`src/rtl/unum_pkg.sv`:
```
// unum_pkg: shared types for the unum FMA arbiter.
// Tag ids are 3 bits wide, enough for up to 8 requesters.
package unum_pkg;
  localparam int UNUM_W      = 32;
  localparam int FMA_LATENCY = 10;
  localparam int ID_W        = 3;

  typedef enum logic [1:0] {
    ST_RUN,
    ST_DRAIN,
    ST_DRAINED
  } drain_st_e;

  typedef struct packed {
    logic            valid;
    logic [ID_W-1:0] id;
  } tag_t;
endpackage

```
`src/rtl/unum_rsp_fifo.sv`:
```
// unum_rsp_fifo: first-word-fall-through response FIFO.
// Entry layout is {nan, data}; the head reads as zero while empty.
module unum_rsp_fifo
  import unum_pkg::*;
#(
  parameter int DEPTH = 2,
  parameter int W     = UNUM_W + 1
) (
  input  logic         clk,
  input  logic         rst,
  input  logic         push_i,
  input  logic [W-1:0] din_i,
  input  logic         pop_i,
  output logic [W-1:0] dout_o,
  output logic         valid_o
);
  localparam int AW = (DEPTH > 1) ? $clog2(DEPTH) : 1;
  localparam int CW = $clog2(DEPTH + 1);

  logic [W-1:0]  mem_q [DEPTH];
  logic [AW-1:0] wptr_q, rptr_q;
  logic [CW-1:0] cnt_q, cnt_d;
  logic          do_pop;

  function automatic logic [AW-1:0] nxt(input logic [AW-1:0] p);
    return (p == AW'(DEPTH - 1)) ? '0 : p + AW'(1);
  endfunction

  assign valid_o = (cnt_q != '0);
  assign do_pop  = pop_i && valid_o;
  assign dout_o  = valid_o ? mem_q[rptr_q] : '0;

  always_comb begin
    cnt_d = cnt_q;
    if (push_i && !do_pop) cnt_d = cnt_q + CW'(1);
    else if (!push_i && do_pop) cnt_d = cnt_q - CW'(1);
  end

  always_ff @(posedge clk) begin
    if (rst) begin
      wptr_q <= '0;
      rptr_q <= '0;
      cnt_q  <= '0;
    end else begin
      if (push_i) wptr_q <= nxt(wptr_q);
      if (do_pop) rptr_q <= nxt(rptr_q);
      cnt_q <= cnt_d;
    end
  end

  always_ff @(posedge clk) begin
    if (push_i) mem_q[wptr_q] <= din_i;
  end

  a_no_overflow: assert property (@(posedge clk) disable iff (rst)
    !(push_i && !do_pop && cnt_q == CW'(DEPTH)));
endmodule

```
`src/rtl/unum_fma_arbiter.sv`:
```
// unum_fma_arbiter: round-robin sharing of one fixed-latency unum FMA.
// Define UNUM_FMA_ARB_STATS_EN to add issue/blocked counters.
module unum_fma_arbiter
  import unum_pkg::*;
#(
  parameter int NREQ      = 4,
  parameter int LATENCY   = FMA_LATENCY,
  parameter int RSP_DEPTH = 2
) (
  input  logic                   clk,
  input  logic                   rst,
  input  logic [NREQ-1:0]        req_valid,
  output logic [NREQ-1:0]        req_ready,
  input  logic [NREQ*UNUM_W-1:0] req_a,
  input  logic [NREQ*UNUM_W-1:0] req_b,
  input  logic [NREQ*UNUM_W-1:0] req_c,
  output logic [UNUM_W-1:0]      fma_a,
  output logic [UNUM_W-1:0]      fma_b,
  output logic [UNUM_W-1:0]      fma_c,
  input  logic [UNUM_W-1:0]      fma_result,
  input  logic                   fma_nan,
  output logic [NREQ-1:0]        rsp_valid,
  input  logic [NREQ-1:0]        rsp_ready,
  output logic [NREQ*UNUM_W-1:0] rsp_data,
  output logic [NREQ-1:0]        rsp_nan,
  input  logic                   drain_req,
  output logic                   drain_done
`ifdef UNUM_FMA_ARB_STATS_EN
  ,
  output logic [31:0]            stat_issued,
  output logic [31:0]            stat_blocked
`endif
);
  localparam int CRW  = $clog2(RSP_DEPTH + 1);
  localparam int NMAX = 1 << ID_W;

  drain_st_e         st_q, st_d;
  tag_t              tag_q [LATENCY+1];
  tag_t              tag_in;
  logic [ID_W-1:0]   rr_q, rr_d, win, idx;
  logic [NMAX-1:0]   elig;
  logic [UNUM_W-1:0] a_v [NMAX];
  logic [UNUM_W-1:0] b_v [NMAX];
  logic [UNUM_W-1:0] c_v [NMAX];
  logic              accept, busy;

  for (genvar i = 0; i < NREQ; i++) begin : g_req
    logic [CRW-1:0] cred_q;
    logic [UNUM_W:0] head;
    logic iss, pop, push;

    assign a_v[i]  = req_a[i*UNUM_W +: UNUM_W];
    assign b_v[i]  = req_b[i*UNUM_W +: UNUM_W];
    assign c_v[i]  = req_c[i*UNUM_W +: UNUM_W];
    assign elig[i] = req_valid[i] && (cred_q != '0) && (st_q == ST_RUN);
    assign iss     = accept && (win == ID_W'(i));
    assign pop     = rsp_valid[i] && rsp_ready[i];
    assign push    = tag_q[LATENCY].valid && (tag_q[LATENCY].id == ID_W'(i));

    // Issue and pop in the same cycle cancel out.
    always_ff @(posedge clk) begin
      if (rst) cred_q <= CRW'(RSP_DEPTH);
      else if (iss && !pop) cred_q <= cred_q - CRW'(1);
      else if (!iss && pop) cred_q <= cred_q + CRW'(1);
    end

    unum_rsp_fifo #(
      .DEPTH (RSP_DEPTH),
      .W     (UNUM_W + 1)
    ) u_fifo (
      .clk     (clk),
      .rst     (rst),
      .push_i  (push),
      .din_i   ({fma_nan, fma_result}),
      .pop_i   (pop),
      .dout_o  (head),
      .valid_o (rsp_valid[i])
    );

    assign rsp_data[i*UNUM_W +: UNUM_W] = head[UNUM_W-1:0];
    assign rsp_nan[i] = head[UNUM_W];

    a_cred_max: assert property (@(posedge clk) disable iff (rst)
      cred_q <= CRW'(RSP_DEPTH));
  end

  for (genvar i = NREQ; i < NMAX; i++) begin : g_pad
    assign elig[i] = 1'b0;
    assign a_v[i]  = '0;
    assign b_v[i]  = '0;
    assign c_v[i]  = '0;
  end

  always_comb begin
    accept = 1'b0;
    win    = '0;
    idx    = '0;
    for (int k = 0; k < NREQ; k++) begin
      idx = ID_W'((int'(rr_q) + k) % NREQ);
      if (!accept && elig[idx]) begin
        accept = 1'b1;
        win    = idx;
      end
    end
    rr_d = accept ? ID_W'((int'(win) + 1) % NREQ) : rr_q;
  end

  always_comb begin
    req_ready = '0;
    for (int i = 0; i < NREQ; i++) begin
      req_ready[i] = accept && (win == ID_W'(i));
    end
  end

  assign tag_in = '{valid: accept, id: win};

  always_comb begin
    busy = 1'b0;
    for (int k = 0; k <= LATENCY; k++) busy = busy | tag_q[k].valid;
  end

  always_comb begin
    st_d = st_q;
    unique case (st_q)
      ST_RUN:     if (drain_req)  st_d = ST_DRAIN;
      ST_DRAIN:   if (!busy)      st_d = ST_DRAINED;
      ST_DRAINED: if (!drain_req) st_d = ST_RUN;
      default:                    st_d = ST_RUN;
    endcase
  end

  assign drain_done = (st_q == ST_DRAINED);

  // Idle cycles feed zeros so the datapath sees a clean operand set.
  always_ff @(posedge clk) begin
    if (rst) begin
      st_q  <= ST_RUN;
      rr_q  <= '0;
      fma_a <= '0;
      fma_b <= '0;
      fma_c <= '0;
      for (int k = 0; k <= LATENCY; k++) tag_q[k] <= '0;
    end else begin
      st_q     <= st_d;
      rr_q     <= rr_d;
      fma_a    <= accept ? a_v[win] : '0;
      fma_b    <= accept ? b_v[win] : '0;
      fma_c    <= accept ? c_v[win] : '0;
      tag_q[0] <= tag_in;
      for (int k = 1; k <= LATENCY; k++) tag_q[k] <= tag_q[k-1];
    end
  end

`ifdef UNUM_FMA_ARB_STATS_EN
  logic [31:0] issued_q, blocked_q;

  always_ff @(posedge clk) begin
    if (rst) begin
      issued_q  <= '0;
      blocked_q <= '0;
    end else begin
      if (accept) issued_q <= issued_q + 32'd1;
      if ((|req_valid) && !accept) blocked_q <= blocked_q + 32'd1;
    end
  end

  assign stat_issued  = issued_q;
  assign stat_blocked = blocked_q;
`endif
endmodule

```
`config.mk`:
```
export PLATFORM = sky130hd
export DESIGN_NAME = unum_fma_arbiter
export DESIGN_NICKNAME = d
export VERILOG_FILES = /design/src/rtl/unum_pkg.sv /design/src/rtl/unum_rsp_fifo.sv /design/src/rtl/unum_fma_arbiter.sv
export SDC_FILE = /design/constraint.sdc
export NUM_CORES = 1
export LEC_CHECK = 0
export CAP_MARGIN = 20
export CORE_AREA = 2 2 262 264
export CTS_BUF_LIST = sky130_fd_sc_hd__clkbuf_4 sky130_fd_sc_hd__clkbuf_8
export DETAILED_ROUTE_END_ITERATION = 16
export DIE_AREA = 0 0 264 266
export SETUP_SLACK_MARGIN = 0.1
export SKIP_LAST_GASP = 1
export SLEW_MARGIN = 20
export SYNTH_ARGS = -nofsm -noshare
export SYNTH_HDL_FRONTEND = slang
export SYNTH_SLANG_ARGS = --single-unit
```
`constraint.sdc`:
```
create_clock -name clk -period 5.4 [get_ports clk]
set_input_delay 0.54 -clock clk [delete_from_list [all_inputs] [get_ports clk]]
set_output_delay 0.54 -clock clk [all_outputs]
set_load 0.01 [all_outputs]
```
==> summary.md, run 1 <==
| Metric | Value |
|---|---|
| Synth Instances | 1243 |
| Die height | 266 um |
| Setup Skew | 0.0276 ns |
| First drt pass iteration count | 5 |
| CP arrival | 3.19 ns |
| Detailed placer's ending HPWL | 48.9 mm |
| Crit end category | output pin |
| Final design utilization | 38.7% |
| Clk sinks | 425 |
| Vias in the first global route | 13500 |
| Drt wl/cell | 23.0 um |
| Yosys reg bits | 425 |
| CTS H-Tree Depth | 3 |
| Count of final setup violators | 0 |
| Overflow after GRT | 0 |
| RSZ-0062 raised after global routing | false |
| Setup Buffers After CTS | 0 |
| Starting Density | 25.2% |
| Number of synthesized flops with an enable pin | 264 |
| Worst-margin pin slew | 1.06 ns |
| Worst hold slack | 0.434 ns |
| Tot GR Track Use | 18.2% |
| Area growth syn-to-layout | 53.6% |
| DRC errors left | 0 |
| FP Rows | 96 |
| Ys Warns | 0 |
| Top cell family by delay on the critical path | buffers and inverters |
| Die X | 264 um |
| Critical path fanouts, max | 34 |
| Power per standard cell area | 372 nW/um^2 |
| I/O Buffers | 664 |
| Share of layout cells above drive strength 1 | 8.88% |
| Antenna violations before repair | 30 |
| Relative slew slack | 29.1% |
| Slowest cell delay on critical path | 0.64 ns |
| Die area | 70200 um^2 |
| Global-route wire length before repair | 92.0 mm |
| Final period utilization | 69.2% |
| Final min period | 3.73 ns |
| Peak VDD IR | 0.000240 V |
| Worst-path cell with the longest stage delay | clkdlybuf4s50_1 |
| Post-layout nets | 2353 |
| Largest net degree at the start of global routing | 115 |
| Setup_tns | 0 ns |
| CP Buf/Inv Count | 2 |
| Syn_area_per_cell | 13.7 um^2 |
| Hold Fails Final Rpt | 0 |
| CTS tree | yes |
| Worst skew pair latency | 0.64 ns |
| Leakage | 9.57 nW |
| Total of max-cap violations | 0 |
| Vias | 12800 |
| Setup crit start kind | flop |
| Drt initial violations | 694 |
| Core box area | 67700 um^2 |
| Critical path, cell by cell | nor2_2, nand2_1, o22ai_1, a211o_4, inv_1, nor3_1, clkdlybuf4s50_1 |
| Post-CTS sizing | 0 |
| WS Path Type | reg -> out |
| Run status | completed |
| CTS Hold Buffers Added | 0 |
| Post-synth ARST share | 0% |
| Vias per cell | 4.48 |
| Worst-path clk slew | 0.06 ns |
| Slew Limit Fails | 0 |
| Sequential area share after synthesis | 65.3% |
| DRT antenna net count | 0 |
| CTS buffer count | 75 |
| Final RePlAce weighted congestion | 0.851 |
| HP Class | reg -> reg |
| Syn Nets | 1679 |
| Total Wirelength | 65.9 mm |
| Synth unique cells | 37 |
| Ys flop type | edfxtp_1 |
| Num ports | 665 |
| Cell area after synthesis | 17100 um^2 |
| CTS Root Cell | clkbuf_8 |
| Req. time, crit path | 4.86 ns |
| Fill cells | 6428 |
| Max Freq | 268 MHz |
| Clock buffer depth | 3 |
==> Yosys cell counts (8+ instances only) <==
master	number	area (um^2)
buf_2	28	140
buf_6	9	101
nand2_1	8	30.0
nor2_1	165	619
o21ai_0	9	45.0
edfxtp_1	264	7930
clkbuf_1	41	154
o22ai_1	94	588
nor2b_1	33	206
dfxtp_1	161	3220
nor3_1	8	40.0
buf_4	9	67.6
xor2_1	18	158
inv_1	8	30.0
mux2i_1	324	3240
ha_1	8	100
a21oi_1	8	40.0
==> cells in the final DEF (no fill, tap or decap), drive strengths merged, types with 2 or more instances in the layout <==
cell	n
clkdlybuf4s50	663
mux2i	324
edfxtp	264
nor2	166
dfxtp	161
clkbuf	110
o22ai	97
nor2b	33
buf	21
xor2	18
inv	13
diode	11
o21ai	10
clkinv	10
a21oi	9
nand2	8
ha	8
nor3	8
xnor2	7
or3	7
and2	6
or3b	4
nand3	3
bufinv	3
nor4	2
and3	2
o21a	2
clkinvlp	2
a211o	2
==> kinds of logic (layout without fill, tap and decap cells) <==
kind of cell,after synthesis,after routing,share of synthesized area (%)
other,0,11,0
adder cells (fa/ha/maj),8,8,0.586
multiplexers,324,324,19.0
buffers and inverters,95,822,2.89
AND/OR/NAND/NOR,244,244,6.44
AO/OA/AOI/OAI,122,122,4.53
XOR/XNOR,25,25,1.28
flip-flops,425,425,65.3
==> power by group <==
part,total [W],leakage (nW),switching [W],internal (W)
logic,0.00267,5.05,0.00127,0.00139
clock network,0.00312,0.825,0.00135,0.00177
registers,0.00398,3.70,0.000220,0.00376
==> final cells by class <==
class                   count  area [um^2]  area share [%]
diodes                     11         27.5           0.105
clock inverters            20          209           0.796
multi-input cells         723         5520            21.0
repair buffers            684         6830            26.0
clock buffers             110         1360            5.17
well taps                 882         1100            4.21
flip-flops and latches    425        11200            42.5
inverters                   8         30.0           0.114
==> worst reg2reg max path, stage by stage, from the launching register on <==
cell,delay [ns]
dfxtp_1,0.38
nor2_2,0.23
nand2_1,0.11
o22ai_1,0.21
a211o_4,0.52
inv_1,0.18
nor3_1,0.29
ha_1,0.32
o21ai_0,0.17
or3b_2,0.46
==> worst paths after layout <==
| kind | from | endpoint | slack [ns] | cells after the start |
|---|---|---|---|---|
| setup reg to reg | st_q[1] | g_req[0].cred_q[1] | 2.41 | 9 |
| setup / recovery | st_q[1] | req_ready[0] | 1.67 | 7 |
| hold / removal | tag_q[7][1] | tag_q[8][1] | 0.43 | 1 |
| hold reg to reg | tag_q[7][1] | tag_q[8][1] | 0.43 | 1 |
==> state kept, by name (all words and copies together), names as in the netlist, named ones only <==
| signal | cells |
|---|---|
| g_req.cred_q | 8 |
| g_req.u_fifo.mem_q | 264 |
| rr_q | 2 |
| g_req.u_fifo.wptr_q | 4 |
| tag_q | 33 |
| fma_b | 32 |
| fma_a | 32 |
| fma_c | 32 |
| g_req.u_fifo.rptr_q | 4 |
| g_req.u_fifo.cnt_q | 8 |
| st_q | 2 |
==> per-layer routing <==
metal,vias to the layer above,track usage (%),wire [um]
li1,5938,-,-
met5,-,0,0
met2,563,33.2,34600
met3,144,5.89,5400
met1,6181,18.6,22900
met4,0,9.23,2970
==> per-stage QoR <==
| stage | power [W] | std cells | area [um^2] | worst slack [ns] |
|---|---|---|---|---|
| after global routing | 0.0102 | 2861 | 26200 | 1.43 |
| after detailed placement | 0.00669 | 2721 | 24600 | 1.79 |
| after CTS | 0.00988 | 2851 | 26200 | 1.60 |
| after floorplan | 0.00534 | 1243 | 17100 | 2.24 |
| final | 0.00976 | 2863 | 26200 | 1.67 |
| after global placement | 0.00666 | 2721 | 24600 | 1.89 |
Note: power is estimated with default switching activity, not from simulation.
==> run 2: changes to the inputs <==
Clock period 5.4 ns to 3.4 ns, I/O delays scaled along.
==> summary.md, run 2 (synthesis gave the netlist of run 1 again) <==
| Metric | Value |
|---|---|
| Run status | completed |
| Slew Limit Fails | 0 |
| Setup Skew | 0.0354 ns |
| Core box area | 67700 um^2 |
| Leakage | 9.62 nW |
| Worst hold slack | 0.249 ns |
| Post-layout nets | 2369 |
| Clock buffer depth | 3 |
| First drt pass iteration count | 5 |
| Wl on met1 | 23.3 mm |
| Num ports | 665 |
| Die height | 266 um |
| Clock power share | 30.6% |
| CTS buffer count | 74 |
| FP Rows | 96 |
| Net Sw Frac | 29.6% |
| Max Freq | 320 MHz |
| Relative slew slack | 28.3% |
| Vias per cell | 4.47 |
| Setup crit start kind | flop |
| Placed insts | 2739 |
| Final min period | 3.13 ns |
| Most frequent cells in the layout | clkdlybuf4s50_1, mux2i_1, edfxtp_1 |
| Int Pwr | 0.0108 W |
| R2R Path Start | st_q[1] |
| Drt wl/cell | 22.7 um |
| Worst reg2reg path endpoint | fma_c[29] |
| CP arrival | 2.79 ns |
| I/O Buffers | 664 |
| Slowest cell delay on critical path | 0.55 ns |
| Total of max-cap violations | 0 |
| Peak VDD IR | 0.000312 V |
| Net Sw Power | 0.00452 W |
| Detailed placer's ending HPWL | 49.4 mm |
| CP startpoint | g_req[3].cred_q[0] |
| CP Buf/Inv Count | 2 |
| Highest routed layer | met5 |
| Hold Fails Final Rpt | 0 |
| Die area | 70200 um^2 |
| Final cell count without fillers | 2892 |
| Sequential share of power | 41.2% |
| Final RePlAce weighted congestion | 0.880 |
| Clk sinks | 425 |
| Worst-path clk slew | 0.06 ns |
| Critical path, cell by cell | o21ai_0, nor3_1, o22ai_1, a211o_4, inv_1, and2_1, clkdlybuf4s50_1 |
| Post-CTS sizing | 0 |
| Setup_tns | 0 ns |
| Worst R2R Setup Slack | 0.70 ns |
| Share of layout cells above drive strength 1 | 9.15% |
| Overflow after GRT | 0 |
| Starting Density | 25.2% |
| Top cell family by delay on the critical path | compound AO/OA/AOI/OAI gates |
| Worst-path cell with the longest stage delay | clkdlybuf4s50_1 |
| CTS H-Tree Depth | 3 |
| Most common cell after layout, fill and taps aside | clkdlybuf4s50_1 |
| Crit end category | output pin |
| Final period utilization | 92.0% |
| Req. time, crit path | 3.06 ns |
| Power per standard cell area | 580 nW/um^2 |
| CTS tree | yes |
| Critical path fanouts, max | 6 |
| Largest regs | g_req.u_fifo.mem_q (264), tag_q (33) |
| Count of final setup violators | 0 |
| DRC errors left | 0 |
| CTS Root Cell | clkbuf_8 |
| CTS Hold Buffers Added | 0 |
| Tot GR Track Use | 18.0% |
| DRT antenna net count | 0 |
| Area growth syn-to-layout | 54.2% |
| Die X | 264 um |
| Antenna violations before repair | 30 |
| Combinational fraction of design power | 28.2% |
| RSZ-0062 raised after global routing | false |
| Stages on the worst setup path | 7 |
| WS Path Type | reg -> out |
| Setup Buffers After CTS | 0 |
| Largest net degree at the start of global routing | 73 |
| FF-to-FF path depth | 8 |
| Met3 routed WL | 5.46 mm |
| CP endpoint | req_ready[3] |
| Largest reg by FF count | g_req.u_fifo.mem_q |
| Global-route wire length before repair | 90.8 mm |
| Total Wirelength | 65.6 mm |
| Vias | 12900 |
| Worst skew pair latency | 0.63 ns |
| Detail Route met2 WL | 34.1 mm |
| HP Class | in -> reg |
| Worst-margin pin slew | 1.08 ns |
| Drt initial violations | 569 |
| Vias in the first global route | 13500 |
| Largest register FFs | 264 |
run 2: cell types whose count changed in the layout (fill, tap and decap cells not counted), moves of 2 or more:
cell | previous run | this run
clkinv_1 | 5 | 17
inv_8 | 2 | 0
clkinv_2 | 4 | 8
clkbuf_8 | 85 | 80
clkbuf_4 | 25 | 18
diode_2 | 11 | 21
buf_4 | 17 | 31
buf_12 | 3 | 6
run 2: worst min-delay path by stage:
| stage | from | endpoint | slack, ns | cells after the start |
|---|---|---|---|---|
| 2_1_floorplan | tag_q[9][0] | tag_q[10][0] | 0.41 | 1 |
| 3_3_place_gp | tag_q[6][1] | tag_q[7][1] | 0.42 | 1 |
| 3_5_place_dp | tag_q[9][0] | tag_q[10][0] | 0.42 | 1 |
| 4_1_cts | rst | g_req[3].cred_q[0] | 0.16 | 2 |
| 5_1_grt | rst | g_req[3].u_fifo.rptr_q | 0.25 | 2 |
| 6_report | rst | g_req[3].u_fifo.rptr_q | 0.25 | 2 |
run 2: routing by layer:
metal	GRT usage, %	vias to the layer above
li1	-	5986
met1	18.9	6266
met2	31.2	570
met3	6.05	110
met4	11.2	2
met5	0	-
run 2: layout make-up:
| class | count | area (um^2) |
|---|---|---|
| inverter | 8 | 30.0 |
| clock buffer | 98 | 1240 |
| clock inverter | 34 | 238 |
| timing repair buffer | 701 | 6990 |
| tap | 882 | 1100 |
| fill | 6465 | 41400 |
| sequential | 425 | 11200 |
| antenna | 21 | 52.6 |
| multi-input combinational | 723 | 5530 |
run 2: power groups by stage:
stage / clock network (W) / registers [W] / logic (W)
after floorplan: 0 / 0.00644 / 0.00204
after global placement: 0 / 0.00640 / 0.00426
after detailed placement: 0 / 0.00638 / 0.00433
after CTS: 0.00486 / 0.00630 / 0.00436
after global routing: 0.00505 / 0.00633 / 0.00461
final: 0.00468 / 0.00629 / 0.00431
run 2: metrics by stage:
stage                     total power [W]  util (%)  cell area [um^2]  worst slack [ns]
after floorplan                   0.00848         -             17100             0.241
after global placement             0.0107      36.6             24800             0.489
after detailed placement           0.0107      36.6             24800             0.460
after CTS                          0.0155      38.8             26300             0.150
after global routing               0.0160      38.9             26300             0.105
final                              0.0153      38.9             26300             0.272
run 2: worst register-to-register path, stage by stage, from the launching register on:
cell	delay (ns)
dfxtp_1	0.39
nor2_2	0.24
nand2_1	0.13
o22ai_1	0.24
a211o_4	0.22
buf_12	0.29
buf_12	0.60
mux2i_1	0.36
o22ai_1	0.12
